--- src/rtl/rd_act_sequencer_if.sv ---
// Purpose: bundles the per-channel request/response lines of rd_act_sequencer.
//  Ports (all CH bits wide):
//   en_i    request -> sequencer  start/hold request (level)
//   done_i  request -> sequencer  completion/abort (level)
//   rd_o    sequencer -> engines  read strobe
//   act_o   sequencer -> engines  activate
//   busy_o  sequencer -> engines  channel not idle
//   abort_o sequencer -> engines  1-cycle abort pulse
//  master: front-end / bench side, slave: sequencer side.
interface rd_act_if #(
   parameter int CH = 4
);
   logic [CH-1:0] en_i;
   logic [CH-1:0] done_i;
   logic [CH-1:0] rd_o;
   logic [CH-1:0] act_o;
   logic [CH-1:0] busy_o;
   logic [CH-1:0] abort_o;

   modport master (
      output en_i, done_i,
      input  rd_o, act_o, busy_o, abort_o
   );

   modport slave (
      input  en_i, done_i,
      output rd_o, act_o, busy_o, abort_o
   );
endinterface

--- src/rtl/rd_act_sequencer.sv ---
// Purpose: multi-channel read/activate sequencer. A held enable raises rd
//  after RD_LAT edges and act a further ACT_LAT edges later; done parks the
//  channel until its enable is released.
// Ports:
//  clk    in  single clock, posedge
//  rst_n  in  synchronous active-low reset
//  bus    rd_act_if.slave: en_i/done_i in, rd_o/act_o/busy_o/abort_o out
// Build option: RDACT_RR_ARB_EN adds a round-robin arbiter so that at most
//  one channel is in ACT at a time.
//
// state    | meaning
// S_IDLE   | waiting for en
// S_RD_DLY | counting RD_LAT before rd
// S_RD     | rd high, counting ACT_LAT (or waiting for grant)
// S_ACT    | rd and act high
// S_HOLD   | done taken, waiting for en release
module rd_act_sequencer #(
   parameter int CH      = 4,
   parameter int RD_LAT  = 1,
   parameter int ACT_LAT = 1,
   parameter int CNT_W   = 4
) (
   input logic    clk,
   input logic    rst_n,
   rd_act_if.slave bus
);

   typedef enum logic [2:0] {
      S_IDLE,
      S_RD_DLY,
      S_RD,
      S_ACT,
      S_HOLD
   } state_t;

   state_t           r_state     [CH];
   state_t           w_state_nxt [CH];
   logic [CNT_W-1:0] r_cnt       [CH];
   logic [CNT_W-1:0] w_cnt_nxt   [CH];
   logic [CH-1:0]    r_abort;
   logic [CH-1:0]    w_abort_nxt;

`ifdef RDACT_RR_ARB_EN
   localparam int PTR_W = (CH > 1) ? $clog2(CH) : 1;

   logic [PTR_W-1:0] r_ptr;
   logic [PTR_W-1:0] w_ptr_nxt;
   logic [CH-1:0]    w_ready;
   logic [CH-1:0]    w_gnt;
   logic             w_any_act;
   logic             w_found;

   function automatic logic [PTR_W-1:0] wrap_idx(input int v);
      return PTR_W'(v % CH);
   endfunction

   // Grants are issued only when no channel is registered in ACT, which
   // leaves one act-free cycle between consecutive owners.
   always_comb begin
      w_gnt     = '0;
      w_ptr_nxt = r_ptr;
      w_any_act = 1'b0;
      w_found   = 1'b0;
      w_ready   = '0;
      for (int c = 0; c < CH; c++) begin
         if (r_state[c] == S_ACT) w_any_act = 1'b1;
         w_ready[c] = (r_state[c] == S_RD) && (r_cnt[c] == '0) &&
                      bus.en_i[c] && !bus.done_i[c];
      end
      if (!w_any_act) begin
         for (int k = 0; k < CH; k++) begin
            if (!w_found && w_ready[wrap_idx(int'(r_ptr) + k)]) begin
               w_found                           = 1'b1;
               w_gnt[wrap_idx(int'(r_ptr) + k)]  = 1'b1;
               w_ptr_nxt = wrap_idx(int'(r_ptr) + k + 1);
            end
         end
      end
   end
`endif

   always_comb begin
      for (int c = 0; c < CH; c++) begin
         w_state_nxt[c] = r_state[c];
         w_cnt_nxt[c]   = r_cnt[c];
         w_abort_nxt[c] = 1'b0;
         case (r_state[c])
            S_IDLE: begin
               if (bus.en_i[c]) begin
                  w_state_nxt[c] = S_RD_DLY;
                  w_cnt_nxt[c]   = CNT_W'(RD_LAT - 1);
               end
            end
            S_RD_DLY, S_RD: begin
               if (bus.done_i[c]) begin
                  w_abort_nxt[c] = 1'b1;
                  w_state_nxt[c] = bus.en_i[c] ? S_HOLD : S_IDLE;
               end else if (!bus.en_i[c]) begin
                  w_state_nxt[c] = S_IDLE;
               end else if (r_cnt[c] != '0) begin
                  w_cnt_nxt[c] = r_cnt[c] - CNT_W'(1);
               end else if (r_state[c] == S_RD_DLY) begin
                  w_state_nxt[c] = S_RD;
                  w_cnt_nxt[c]   = CNT_W'(ACT_LAT - 1);
               end else begin
`ifdef RDACT_RR_ARB_EN
                  if (w_gnt[c]) w_state_nxt[c] = S_ACT;
`else
                  w_state_nxt[c] = S_ACT;
`endif
               end
            end
            S_ACT: begin
               if (bus.done_i[c])
                  w_state_nxt[c] = bus.en_i[c] ? S_HOLD : S_IDLE;
               else if (!bus.en_i[c])
                  w_state_nxt[c] = S_IDLE;
            end
            S_HOLD: begin
               if (!bus.en_i[c]) w_state_nxt[c] = S_IDLE;
            end
            default: w_state_nxt[c] = S_IDLE;
         endcase
      end
   end

   always_ff @(posedge clk) begin
      if (!rst_n) begin
         for (int c = 0; c < CH; c++) begin
            r_state[c] <= S_IDLE;
            r_cnt[c]   <= '0;
         end
         r_abort <= '0;
`ifdef RDACT_RR_ARB_EN
         r_ptr   <= '0;
`endif
      end else begin
         for (int c = 0; c < CH; c++) begin
            r_state[c] <= w_state_nxt[c];
            r_cnt[c]   <= w_cnt_nxt[c];
         end
         r_abort <= w_abort_nxt;
`ifdef RDACT_RR_ARB_EN
         r_ptr   <= w_ptr_nxt;
`endif
      end
   end

   always_comb begin
      bus.rd_o   = '0;
      bus.act_o  = '0;
      bus.busy_o = '0;
      for (int c = 0; c < CH; c++) begin
         bus.rd_o[c]   = (r_state[c] == S_RD) || (r_state[c] == S_ACT);
         bus.act_o[c]  = (r_state[c] == S_ACT);
         bus.busy_o[c] = (r_state[c] != S_IDLE);
      end
   end

   assign bus.abort_o = r_abort;

endmodule

--- src/flat_wrapper.sv ---
// flat-port wrapper written by rule: the top's interface ports become plain ports
module rd_act_sequencer_flat 
#(
   parameter int CH      = 4,
   parameter int RD_LAT  = 1,
   parameter int ACT_LAT = 1,
   parameter int CNT_W   = 4
)
  (clk, rst_n, bus_en_i, bus_done_i, bus_rd_o, bus_act_o, bus_busy_o, bus_abort_o);
  rd_act_if #(.CH(CH)) bus_i ();
  input logic clk;
  input logic rst_n;
  input wire logic [$bits(bus_i.en_i)-1:0] bus_en_i;
  input wire logic [$bits(bus_i.done_i)-1:0] bus_done_i;
  output wire logic [$bits(bus_i.rd_o)-1:0] bus_rd_o;
  output wire logic [$bits(bus_i.act_o)-1:0] bus_act_o;
  output wire logic [$bits(bus_i.busy_o)-1:0] bus_busy_o;
  output wire logic [$bits(bus_i.abort_o)-1:0] bus_abort_o;
  assign bus_i.en_i = bus_en_i;
  assign bus_i.done_i = bus_done_i;
  assign bus_rd_o = bus_i.rd_o;
  assign bus_act_o = bus_i.act_o;
  assign bus_busy_o = bus_i.busy_o;
  assign bus_abort_o = bus_i.abort_o;
  rd_act_sequencer #(.CH(CH), .RD_LAT(RD_LAT), .ACT_LAT(ACT_LAT), .CNT_W(CNT_W)) u_core (.clk(clk), .rst_n(rst_n), .bus(bus_i));
endmodule
--- config.mk ---
export PLATFORM = sky130hd
export DESIGN_NAME = rd_act_sequencer_flat
export DESIGN_NICKNAME = d
export VERILOG_FILES = /design/src/rtl/rd_act_sequencer_if.sv /design/src/rtl/rd_act_sequencer.sv /design/src/flat_wrapper.sv
export SDC_FILE = /design/constraint.sdc
export NUM_CORES = 1
export LEC_CHECK = 0
export CAP_MARGIN = 20
export CORE_UTILIZATION = 54
export DETAILED_ROUTE_END_ITERATION = 8
export GPL_TIMING_DRIVEN = 0
export HOLD_SLACK_MARGIN = 0.12
export PLACE_DENSITY = 0.81
export SLEW_MARGIN = 10
export SYNTH_ARGS = -nofsm -noshare
export SYNTH_HDL_FRONTEND = slang
export SYNTH_SLANG_ARGS = --single-unit
--- constraint.sdc ---
create_clock -name clk -period 2.5 [get_ports clk]
set_clock_uncertainty 0.2 [all_clocks]
set_input_delay 0.25 -clock clk [delete_from_list [all_inputs] [get_ports clk]]
set_output_delay 0.25 -clock clk [all_outputs]
set_load 0.005 [all_outputs]
# [Yosys cells after proc, flatten, opt, wreduce, memory -nomap -nowiden]
# Memories as Yosys holds them, arrays and structs flattened.
# Cells that the tools add are included.
[op_classes] n_addsub=4 bitwise_logic=8 eq_ne=16 muxes=74 n_reduce_logical=24
[ops] operator="3-bit 2-to-1 mux" count=32
[ops] operator="4-bit 2-to-1 mux" count=24
[ops] operator="3-bit one-hot mux with 4 select lines" count=4
[ops] operator="4-bit one-hot mux with 2 select lines" count=4
[ops] operator="3-bit by 2-bit == test with 1-bit output (second input constant)" count=8
[ops] operator="4-bit nonzero test" count=4
[ops] operator="4-bit by 1-bit subtractor with 4-bit output (second input constant)" count=4
[ops] operator="3-bit by 1-bit == test with 1-bit output (second input constant)" count=4
[ops] operator="3-bit == test (second input constant)" count=4
[ops] operator="3-bit logical NOT" count=4
[ops] operator="3-bit nonzero test" count=4
[ops] operator="1-bit 2-to-1 mux" count=10
[ops] operator="1-bit bitwise OR" count=8
[ops] operator="2-bit AND reduction" count=4
[ops] operator="2-bit OR reduction" count=4
[ops] operator="1-bit logical OR" count=4
[totals] ram_bits=28 n_memories=2 output_inout_bits=16 inputBits=10 ff_bits=4 wordCells=132
[mem_list] memory="u_core.r_cnt" words=4 width=4 rd=4 rd_ports_with_merged_regs=0 write_ports=4 line="rd_act_sequencer.sv:38" text="logic [CNT_W-1:0] r_cnt [CH];"
[mem_list] memory="u_core.r_state" words=4 width=3 rd=4 rd_ports_with_merged_regs=0 write_ports=4 line="rd_act_sequencer.sv:36" text="state_t r_state [CH];"

# [Logic depth before layout (Yosys ltp)]
# Gate-level depths: netlist (run 1).
# An unclocked memory read counts as a cell.
[logic_depth] ltp_word=8 mapped_depth=6 mapped_depth_nobuf=6

# [Worst setup path before layout (run 1)]
# No wires, ideal clock.
[synth_path] path_kind="reg-to-reg" start="mem u_core.r_cnt[1][0]" end="mem u_core.r_cnt[1][2]" required_time_ns=2.230 synth_period_minus_slack_ns=1.893 path_stages_with_launch=7 path_buffers=0 path_slack_ns=0.607 arrival_time_ns=1.623 setup_ns=0.070 cell_sequence="dfxtp_1 inv_1 ha_1 nor3b_2 or4_4 or3b_1 a21oi_1"
[synth_lines] item="from (decl)" line="rd_act_sequencer.sv:38"

==> flow_metrics.py, run 1 <==
metrics = {
    "floorplan": {
        "die_w_um": 60.1,
        "rows": 20,
        "design.core.area_um2": 3130,
        "die_area_um2": 3610,
        "start_util_pct": 58.2,
        "pin_count": 26,
        "die_h_um": 60.1,
    },
    "sta": {
        "worst_pin_slew_ns": 0.928,
        "setup_viol_count_final": 0,
        "period_share_pct": 92.0,
        "rsz0062_at_grt": "false",
        "finalWorstPathRequiredPeriod_ns": 2.30,
        "max_slew_margin_pct": 37.6,
        "fmax_ghz": 0.435,
        "hold_viol": 0,
        "finalSetupTns_ns": 0,
        "slew_viol_final": 0,
    },
    "detailed_routing": {
        "routed-via-count": 1647,
        "viasPerCell": 5.47,
        "final_antenna_net_count": 0,
        "drt-total-wl_um": 3710,
        "firstDrtPassIters": 4,
        "routedWlPerCell_um": 12.3,
        "drc": 0,
        "drtIter0Drc": 78,
    },
    "setup_path": {
        "crit_chain": "inv_1 > ha_1 > nor3b_1 > nor4_1 > o21bai_1 > and4b_1",
        "cp-start-kind": "flop",
        "r2r-end": "u_core.r_state[0][0]",
        "r2r_start": "u_core.r_cnt[0][0]",
        "r2r_slack_ns": 0.20,
        "worstSetupEndpointType": "flop",
        "critPathKind": "reg -> reg",
        "critPathArrivalTime_ns": 2.35,
        "rr_worst_depth": 6,
        "cpPeakStageDelay_ns": 0.81,
        "slowest_stage": "nor4_1",
        "cp_max_fo": 5,
        "cp.required_ns": 2.55,
    },
    "cells_and_area": {
        "final-seq-area_um2": 641,
        "n_fill_cell": 263,
        "layout_commonest_cell": "dfxtp_1",
        "drive_gt1_share_pct": 8.17,
        "n_antenna_cell": 0,
        "nNetsFinal": 274,
        "multi_input_area_um2": 1070,
        "layout_common_cells": "32 x dfxtp_1, 25 x clkdlybuf4s50_1, 23 x a21oi_1, 15 x nor2_1",
        "design_area_um2": 2180,
        "syn_to_final_growth_pct": 20.0,
    },
    "logic_synthesis": {
        "async_flop_share_pct": 0,
        "syn_inst": 224,
        "synth-main-ff-cell": "dfxtp_1",
        "synth-seq-area-share_pct": 35.2,
        "synth_edf_count": 0,
        "synth_cell_type_count": 44,
        "synth_nets": 242,
        "yosysWarnings": 0,
        "syn_area_um2": 1820,
        "syn_avg_cell_area_um2": 8.13,
        "ys_ff_latch": 32,
    },
    "clock_network": {
        "cts.hold.buffers_added": 0,
        "cts.clk_slew.worst_paths_ns": 0.10,
        "cts_buffers": 5,
        "cts_resized": 0,
        "cts_setup_buffers": 0,
        "cts_max_path_buffers": 2,
        "cts-root-buf": "clkbuf_4",
        "cts_num_sinks": 32,
        "clkLatencyLatePin_ns": 0.35,
        "cts_tree": "done",
        "htree_num_levels": 2,
    },
    "place": {
        "io_buffers": 25,
        "globalplace.congestion": 0.850,
        "placed_cell_area_um2": 2130,
        "dp_hpwl_um": 2590,
    },
    "run_status": {
        "status": "finished clean",
    },
    "pwr": {
        "powerDensity_nw_per_um2": 474,
        "leakage_nw": 0.803,
        "ir_drop_uv": 303,
        "power.total_mw": 1.04,
    },
    "worst_hold_path": {
        "hold_end": "u_core.r_state[1][2]",
        "hold_path_class": "in -> reg",
        "hold_path_startpoint": "bus_en_i[1]",
        "worstHoldPathCells": 3,
    },
    "global_route": {
        "grt_pass1_vias": 1497,
        "grt_usage_pct": 24.3,
        "grt_max_degree": 11,
        "overflow": 0,
        "grt_pass1_wl_um": 6510,
        "antenna_found_initial": 0,
    },
    "flow_run": {
        "maxCapViolCount": 0,
    },
}
==> cell type report <==
cell class / instances / area share [%]
timing repair buffer: 25 / 11.5
tap: 44 / 2.52
sequential: 32 / 29.3
clock buffer: 8 / 2.69
multi-input combinational: 167 / 48.9
inverter: 13 / 2.23
buffer: 12 / 2.92
==> registers in the layout, indices dropped and copies added (netlist names) <==
| signal | cells |
|---|---|
| u_core.r_cnt | 16 |
| u_core.r_state | 12 |
| u_core.bus.abort_o | 4 |
==> cells in the mapped netlist, types with 2 or more instances <==
| library cell | instances | area share [%] |
|---|---|---|
| o21ai_0 | 13 | 3.6 |
| and3_1 | 3 | 1.0 |
| o31ai_1 | 4 | 1.6 |
| nand3_1 | 2 | 0.55 |
| and2_1 | 3 | 1.0 |
| or3_1 | 7 | 2.4 |
| inv_1 | 13 | 2.7 |
| nor4_1 | 8 | 2.7 |
| o311ai_0 | 2 | 0.96 |
| nor2_1 | 15 | 3.1 |
| buf_6 | 2 | 1.2 |
| clkbuf_1 | 7 | 1.4 |
| a21oi_1 | 23 | 6.3 |
| or3b_2 | 3 | 1.4 |
| xnor2_1 | 3 | 1.4 |
| nand4_1 | 2 | 0.69 |
| ha_1 | 8 | 5.5 |
| or4_1 | 2 | 0.82 |
| dfxtp_1 | 32 | 35 |
| a31oi_1 | 2 | 0.69 |
| nor2b_1 | 6 | 2.1 |
| nor3_1 | 13 | 3.6 |
| nand2b_1 | 8 | 2.7 |
| mux2i_1 | 2 | 1.1 |
| nor3b_1 | 5 | 2.1 |
| nand3b_1 | 4 | 1.6 |
| buf_2 | 3 | 0.82 |
| nor4b_1 | 3 | 1.4 |
| nand2_1 | 11 | 2.3 |
==> how the worst max path moves through the flow <==
stage,start,end,slack [ns],cells past startpoint
3_3_place_gp,bus_done_i[0],u_core.r_state[0][0],0.20,5
6_report,u_core.r_cnt[0][0],u_core.r_state[0][0],0.20,6
4_1_cts,u_core.r_cnt[0][0],u_core.r_state[0][0],0.25,6
2_1_floorplan,u_core.r_cnt[1][0],u_core.r_cnt[1][2],0.61,6
3_5_place_dp,bus_done_i[0],u_core.r_state[0][0],0.18,5
5_1_grt,u_core.r_cnt[0][0],u_core.r_state[0][0],0.01,6
==> per-stage QoR <==
stage,worst slack (ns),hold WS (ns),utilization (%),instances
CTS,0.255,0.270,69.8,301
global route,0.0104,0.274,69.8,301
finish,0.200,0.264,69.8,301
global placement,0.200,0.268,68.0,293
floorplan,0.607,0.129,-,224
detailed placement,0.185,0.269,68.0,293
==> routing by layer <==
layer	track usage [%]	vias to the layer above	routed length [µm]
met2	34.9	32	1630
met1	33.7	739	1830
met4	14.0	0	97
met3	4.76	10	143
li1	-	866	-
met5	0	-	0
==> power by group <==
group / leakage (nW) / internal, mW / switching, mW
clock network: 0.0326 / 0.139 / 0.183
registers: 0.259 / 0.525 / 0.00683
logic: 0.511 / 0.0864 / 0.0967
total: 0.803 / 0.750 / 0.286
==> critical path, delay by kind of cell, from the launching register on <==
family                     cells  cell delay, ns
and+or+nand+nor                3            1.22
adders and majority gates      1            0.20
AOI/OAI and AO/OA              1            0.15
DFF                            1            0.36
buffers and inverters          1            0.08
==> kinds of logic (layout without fill, tap and decap cells) <==
| family | Yosys count | count (layout) | share of synthesized area [%] |
|---|---|---|---|
| AND/OR/NAND/NOR | 103 | 103 | 33.7 |
| AO/OA/AOI/OAI | 50 | 50 | 15.9 |
| flip-flops | 32 | 32 | 35.2 |
| buffers and inverters | 25 | 58 | 6.19 |
| adder cells (fa/ha/maj) | 8 | 8 | 5.50 |
| XOR/XNOR | 4 | 4 | 2.34 |
| multiplexers | 2 | 2 | 1.10 |
(Power assumes the default switching activity.)
==> run 2, diff against run 1 <==
- CORE_UTILIZATION: 54 -> 55
- DONT_BUFFER_PORTS: default -> 1
- PLACE_DENSITY: 0.81 -> 0.72
==> run 2 against run 1 <==
Utilization is 3.1 points lower. Combinational power decreased by 11%. Global-route usage rose by 1.1 points. Routed wire length grew 10%. Sequential share of layout area grew 1.6 points.
==> flow_metrics.py, run 2 (same netlist as run 1, synthesis figures left out) <==
metrics = {
    "sta": {
        "fin_ws_ns": 0.293,
        "hold_viol": 0,
        "finalSetupTns_ns": 0,
        "finalWorstPathRequiredPeriod_ns": 2.21,
        "setup_viol_count_final": 0,
        "worst_pin_slew_ns": 0.766,
        "period_share_pct": 88.3,
        "rsz0062_at_grt": "false",
        "slew_viol_final": 0,
        "max_slew_margin_pct": 48.5,
        "fmax_ghz": 0.453,
    },
    "clock_network": {
        "cts_buffers": 5,
        "cts_setup_buffers": 0,
        "cts_num_sinks": 32,
        "clkLatencyLatePin_ns": 0.34,
        "htree_num_levels": 2,
        "cts_tree": "done",
        "cts-root-buf": "clkbuf_4",
        "cts_max_path_buffers": 2,
        "cts.clk_slew.worst_paths_ns": 0.10,
    },
    "setup_path": {
        "cp.required_ns": 2.54,
        "worstSetupEndpointType": "flop",
        "critPathArrivalTime_ns": 2.25,
        "cp-start-kind": "flop",
        "rr_worst_depth": 6,
        "critPathKind": "reg -> reg",
        "cp_max_fo": 5,
    },
    "pwr": {
        "power.share.sequential_pct": 54.5,
        "powerDensity_nw_per_um2": 472,
        "leakage_nw": 0.786,
        "ir_drop_uv": 302,
        "pwr-share-comb_pct": 16.6,
        "internal-power_mw": 0.695,
        "switchingPower_mw": 0.283,
        "clkPwrFrac_pct": 29.0,
        "p_sw_share_pct": 28.9,
    },
    "place": {
        "io_buffers": 0,
        "place_ws_ns": 0.360,
        "globalplace.congestion": 0.821,
        "dp_hpwl_um": 2750,
    },
    "detailed_routing": {
        "drc": 0,
        "drt-total-wl_um": 4080,
        "routedWlPerCell_um": 14.1,
        "final_antenna_net_count": 0,
        "drtIter0Drc": 132,
        "viasPerCell": 5.88,
        "firstDrtPassIters": 4,
        "routed-via-count": 1704,
    },
    "floorplan": {
        "start_util_pct": 58.7,
        "design.core.area_um2": 3100,
        "die_w_um": 59.5,
        "rows": 20,
        "pin_count": 26,
        "die_area_um2": 3540,
        "die_h_um": 59.5,
    },
    "cells_and_area": {
        "nNetsFinal": 264,
        "finalCoreUtilization_pct": 66.8,
        "syn_to_final_growth_pct": 13.8,
        "layout_common_cells": "32 x dfxtp_1, 23 x a21oi_1, 15 x nor2_1, 15 x dlygate4sd3_1",
        "n_antenna_cell": 0,
        "layout_commonest_cell": "dfxtp_1",
        "largest_reg_flops": 16,
        "n_fill_cell": 274,
        "largest_register": "u_core.r_cnt",
        "drive_gt1_share_pct": 8.54,
    },
    "global_route": {
        "antenna_found_initial": 0,
        "overflow": 0,
        "grt_max_degree": 11,
        "grt_pass1_wl_um": 6730,
        "grt_pass1_vias": 1667,
        "grt_usage_pct": 25.5,
    },
    "run_status": {
        "status": "finished clean",
    },
    "flow_run": {
        "maxCapViolCount": 0,
    },
    "worst_hold_path": {
        "hold_path_class": "in -> reg",
        "worstHoldPathCells": 4,
    },
}
run 2: worst paths after layout:
kind	to	slack, ns	start
max	u_core.r_state[0][0]	0.29	u_core.r_cnt[0][0]
min reg2reg	u_core.r_cnt[2][3]	0.28	u_core.r_cnt[2][3]
min	u_core.r_cnt[2][1]	0.13	bus_en_i[2]
max reg2reg	u_core.r_state[0][0]	0.29	u_core.r_cnt[0][0]
run 2: layer usage:
layer  GRT usage [%]  wire length [µm]
met3            6.33               188
met4            15.9               125
met2            44.3              2020
met1            27.6              1740
met5               0                 0
run 2: stage by stage:
step	hold slack (ns)	power, mW	cell area, µm²	std cells
floorplan	0.129	0.655	1820	224
global placement	0.131	0.674	1880	268
detailed placement	0.133	0.681	1880	268
CTS	0.130	0.978	2070	290
global route	0.153	1.03	2070	290
finish	0.129	0.978	2070	290
run 2: area by class of cell:
type	instances	area, µm²	area share, %
sequential	32	641	30.9
buffer	12	63.8	3.08
tap	44	55.1	2.66
clock inverter	1	5.00	0.242
multi-input combinational	167	1070	51.5
clock buffer	6	41.3	1.99
inverter	13	48.8	2.36
timing repair buffer	15	150	7.25
run 2: power by group through the flow:
stage	clock (mW)	combinational (mW)	sequential, mW
6_report	0.283	0.162	0.533
5_1_grt	0.313	0.177	0.535
4_1_cts	0.288	0.157	0.533
3_5_place_dp	0	0.137	0.544
3_3_place_gp	0	0.130	0.544
2_1_floorplan	0	0.113	0.543
run 2: worst max-delay path, stage by stage (launching register included):
cell and delay (ns):
dfxtp_1 0.36, inv_1 0.08, ha_1 0.21, nor3b_1 0.18, nor4_1 0.68, o21bai_1 0.17
and4b_1 0.23
run 2: timing repair:
item / CTS / global route
endpoints found under the setup margin: 0 / 0
resized for setup: 0 / 0
endpoints found under the hold margin: 32 / 0
hold buffers: 15 / 0
==> run 3, diff against run 2 <==
==> constraint.sdc (replaced) <==
create_clock -name clk -period 2.5 [get_ports clk]
set_clock_uncertainty 0.2 [all_clocks]
set_input_delay 0.5 -clock clk [delete_from_list [all_inputs] [get_ports clk]]
set_output_delay 0.5 -clock clk [all_outputs]
set_load 0.005 [all_outputs]
==> run 3 against run 2 <==
Sequential power about the same. Clock power up 1%. Register-to-register slack about the same. Routed wire length down 3.8%. Global-route usage down 1.2 points. Critical endpoint unchanged. Largest cell class unchanged. Highest routed layer unchanged.
==> flow_metrics.py, run 3 (same netlist as run 1, synthesis figures left out) <==
metrics = {
    "run_status": {
        "status": "finished clean",
    },
    "detailed_routing": {
        "drtIter0Drc": 135,
        "firstDrtPassIters": 4,
        "routed-via-count": 1671,
        "drt-total-wl_um": 3920,
        "drc": 0,
        "routedWlPerCell_um": 13.9,
        "final_antenna_net_count": 0,
        "viasPerCell": 5.93,
    },
    "setup_path": {
        "r2r-end": "u_core.r_state[0][0]",
        "crit_start": "u_core.r_cnt[0][0]",
        "critPathKind": "reg -> reg",
        "cp_max_fo": 5,
        "rr_worst_depth": 6,
        "r2r_start": "u_core.r_cnt[0][0]",
        "r2r_slack_ns": 0.29,
        "worstSetupEndpointType": "flop",
        "cp-start-kind": "flop",
        "critPathArrivalTime_ns": 2.26,
        "cp.required_ns": 2.55,
    },
    "floorplan": {
        "die_w_um": 59.5,
        "pin_count": 26,
        "rows": 20,
        "design.core.area_um2": 3100,
        "start_util_pct": 58.7,
        "die_h_um": 59.5,
        "die_area_um2": 3540,
    },
    "cells_and_area": {
        "n_fill_cell": 279,
        "largest_register": "u_core.r_cnt",
        "nNetsFinal": 256,
        "instances_no_fill": 282,
        "design_area_um2": 1990,
        "largest_reg_flops": 16,
        "layout_commonest_cell": "dfxtp_1",
        "multi_input_area_um2": 1070,
        "final-seq-area_um2": 641,
        "layout_common_cells": "32 x dfxtp_1, 23 x a21oi_1, 15 x nor2_1",
        "finalCoreUtilization_pct": 64.2,
        "drive_gt1_share_pct": 8.82,
        "n_antenna_cell": 0,
        "syn_to_final_growth_pct": 9.42,
    },
    "worst_hold_path": {
        "worstHoldPathCells": 2,
        "hold_end": "u_core.r_state[3][1]",
        "hold_path_startpoint": "bus_en_i[3]",
        "hold_path_class": "in -> reg",
    },
    "sta": {
        "setup_viol_count_final": 0,
        "finalSetupTns_ns": 0,
        "rsz0062_at_grt": "false",
        "holdWs_ns": 0.125,
        "period_share_pct": 88.6,
        "worst_pin_slew_ns": 0.790,
        "hold_viol": 0,
        "fin_ws_ns": 0.286,
        "slew_viol_final": 0,
        "max_slew_margin_pct": 46.9,
        "fmax_ghz": 0.452,
        "finalWorstPathRequiredPeriod_ns": 2.21,
    },
    "clock_network": {
        "cts_buffers": 5,
        "cts-root-buf": "clkbuf_4",
        "cts_tree": "done",
        "cts_num_sinks": 32,
        "cts.clk_slew.worst_paths_ns": 0.10,
        "htree_num_levels": 2,
        "clkLatencyLatePin_ns": 0.34,
        "cts_resized": 0,
        "cts_max_path_buffers": 2,
    },
    "global_route": {
        "grt_max_degree": 11,
        "grt_usage_pct": 24.3,
        "overflow": 0,
        "grtUsageMet1_pct": 27.0,
        "grt_busiest_layer": "met2",
        "use_met3_pct": 6.33,
        "grt_pass1_vias": 1562,
        "grt_pass1_wl_um": 6420,
        "use_met2_pct": 41.9,
        "antenna_found_initial": 0,
    },
    "pwr": {
        "switchingPower_mw": 0.279,
        "powerDensity_nw_per_um2": 486,
        "power.total_mw": 0.968,
        "pwr-share-comb_pct": 15.4,
        "clkPwrFrac_pct": 29.6,
        "internal-power_mw": 0.689,
        "leakage_nw": 0.737,
        "ir_drop_uv": 302,
        "power.share.sequential_pct": 55.0,
        "p_sw_share_pct": 28.8,
    },
    "flow_run": {
        "maxCapViolCount": 0,
    },
    "place": {
        "io_buffers": 0,
        "dp_hpwl_um": 2750,
        "placed_cell_area_um2": 1880,
        "globalplace.congestion": 0.821,
        "place_ws_ns": 0.360,
        "placed_cells": 268,
    },
}
-- run 3: cell types whose count changed in the layout (fill, tap and decap cells not counted) --
cell,previous run,this run
dlygate4sd3_1,15,7
-- run 3: what timing repair did --
action	4_1_cts	5_1_grt
setup buffers	0	0
hold buffers	6	1
endpoints found under the hold margin	6	1
-- run 3: worst max-delay path by stage --
stage / to / cells after the start
floorplan: u_core.r_cnt[1][2] / 6
global placement: u_core.r_state[0][0] / 6
detailed placement: u_core.r_state[0][0] / 6
CTS: u_core.r_state[0][0] / 6
global route: u_core.r_state[0][0] / 6
finish: u_core.r_state[0][0] / 6
-- run 3: per-layer routing --
layer | up-vias | routed length, µm
met3 | 15 | 218
li1 | 827 | -
met4 | 0 | 114
met2 | 57 | 1920
met5 | - | 0
met1 | 772 | 1670
-- run 3: critical path, stage by stage, from the launching register on --
cell	delay [ns]
dfxtp_1	0.36
inv_1	0.08
ha_1	0.21
nor3b_1	0.18
nor4_1	0.70
o21bai_1	0.16
and4b_1	0.23
-- run 3: area by class of cell --
type                    count  share of cell area, %
well taps                  44                   2.76
repair buffers              7                   3.52
plain buffers              12                   3.20
flip-flops and latches     32                   32.2
clock buffers               6                   2.07
inverters                  13                   2.45
clock inverters             1                  0.251
multi-input cells         167                   53.6
-- run 3: power groups by stage --
stage	sequential, mW	combinational (mW)	clock [mW]
floorplan	0.543	0.113	0
global placement	0.544	0.130	0
detailed placement	0.544	0.137	0
CTS	0.533	0.145	0.288
global route	0.535	0.164	0.314
finish	0.533	0.149	0.287
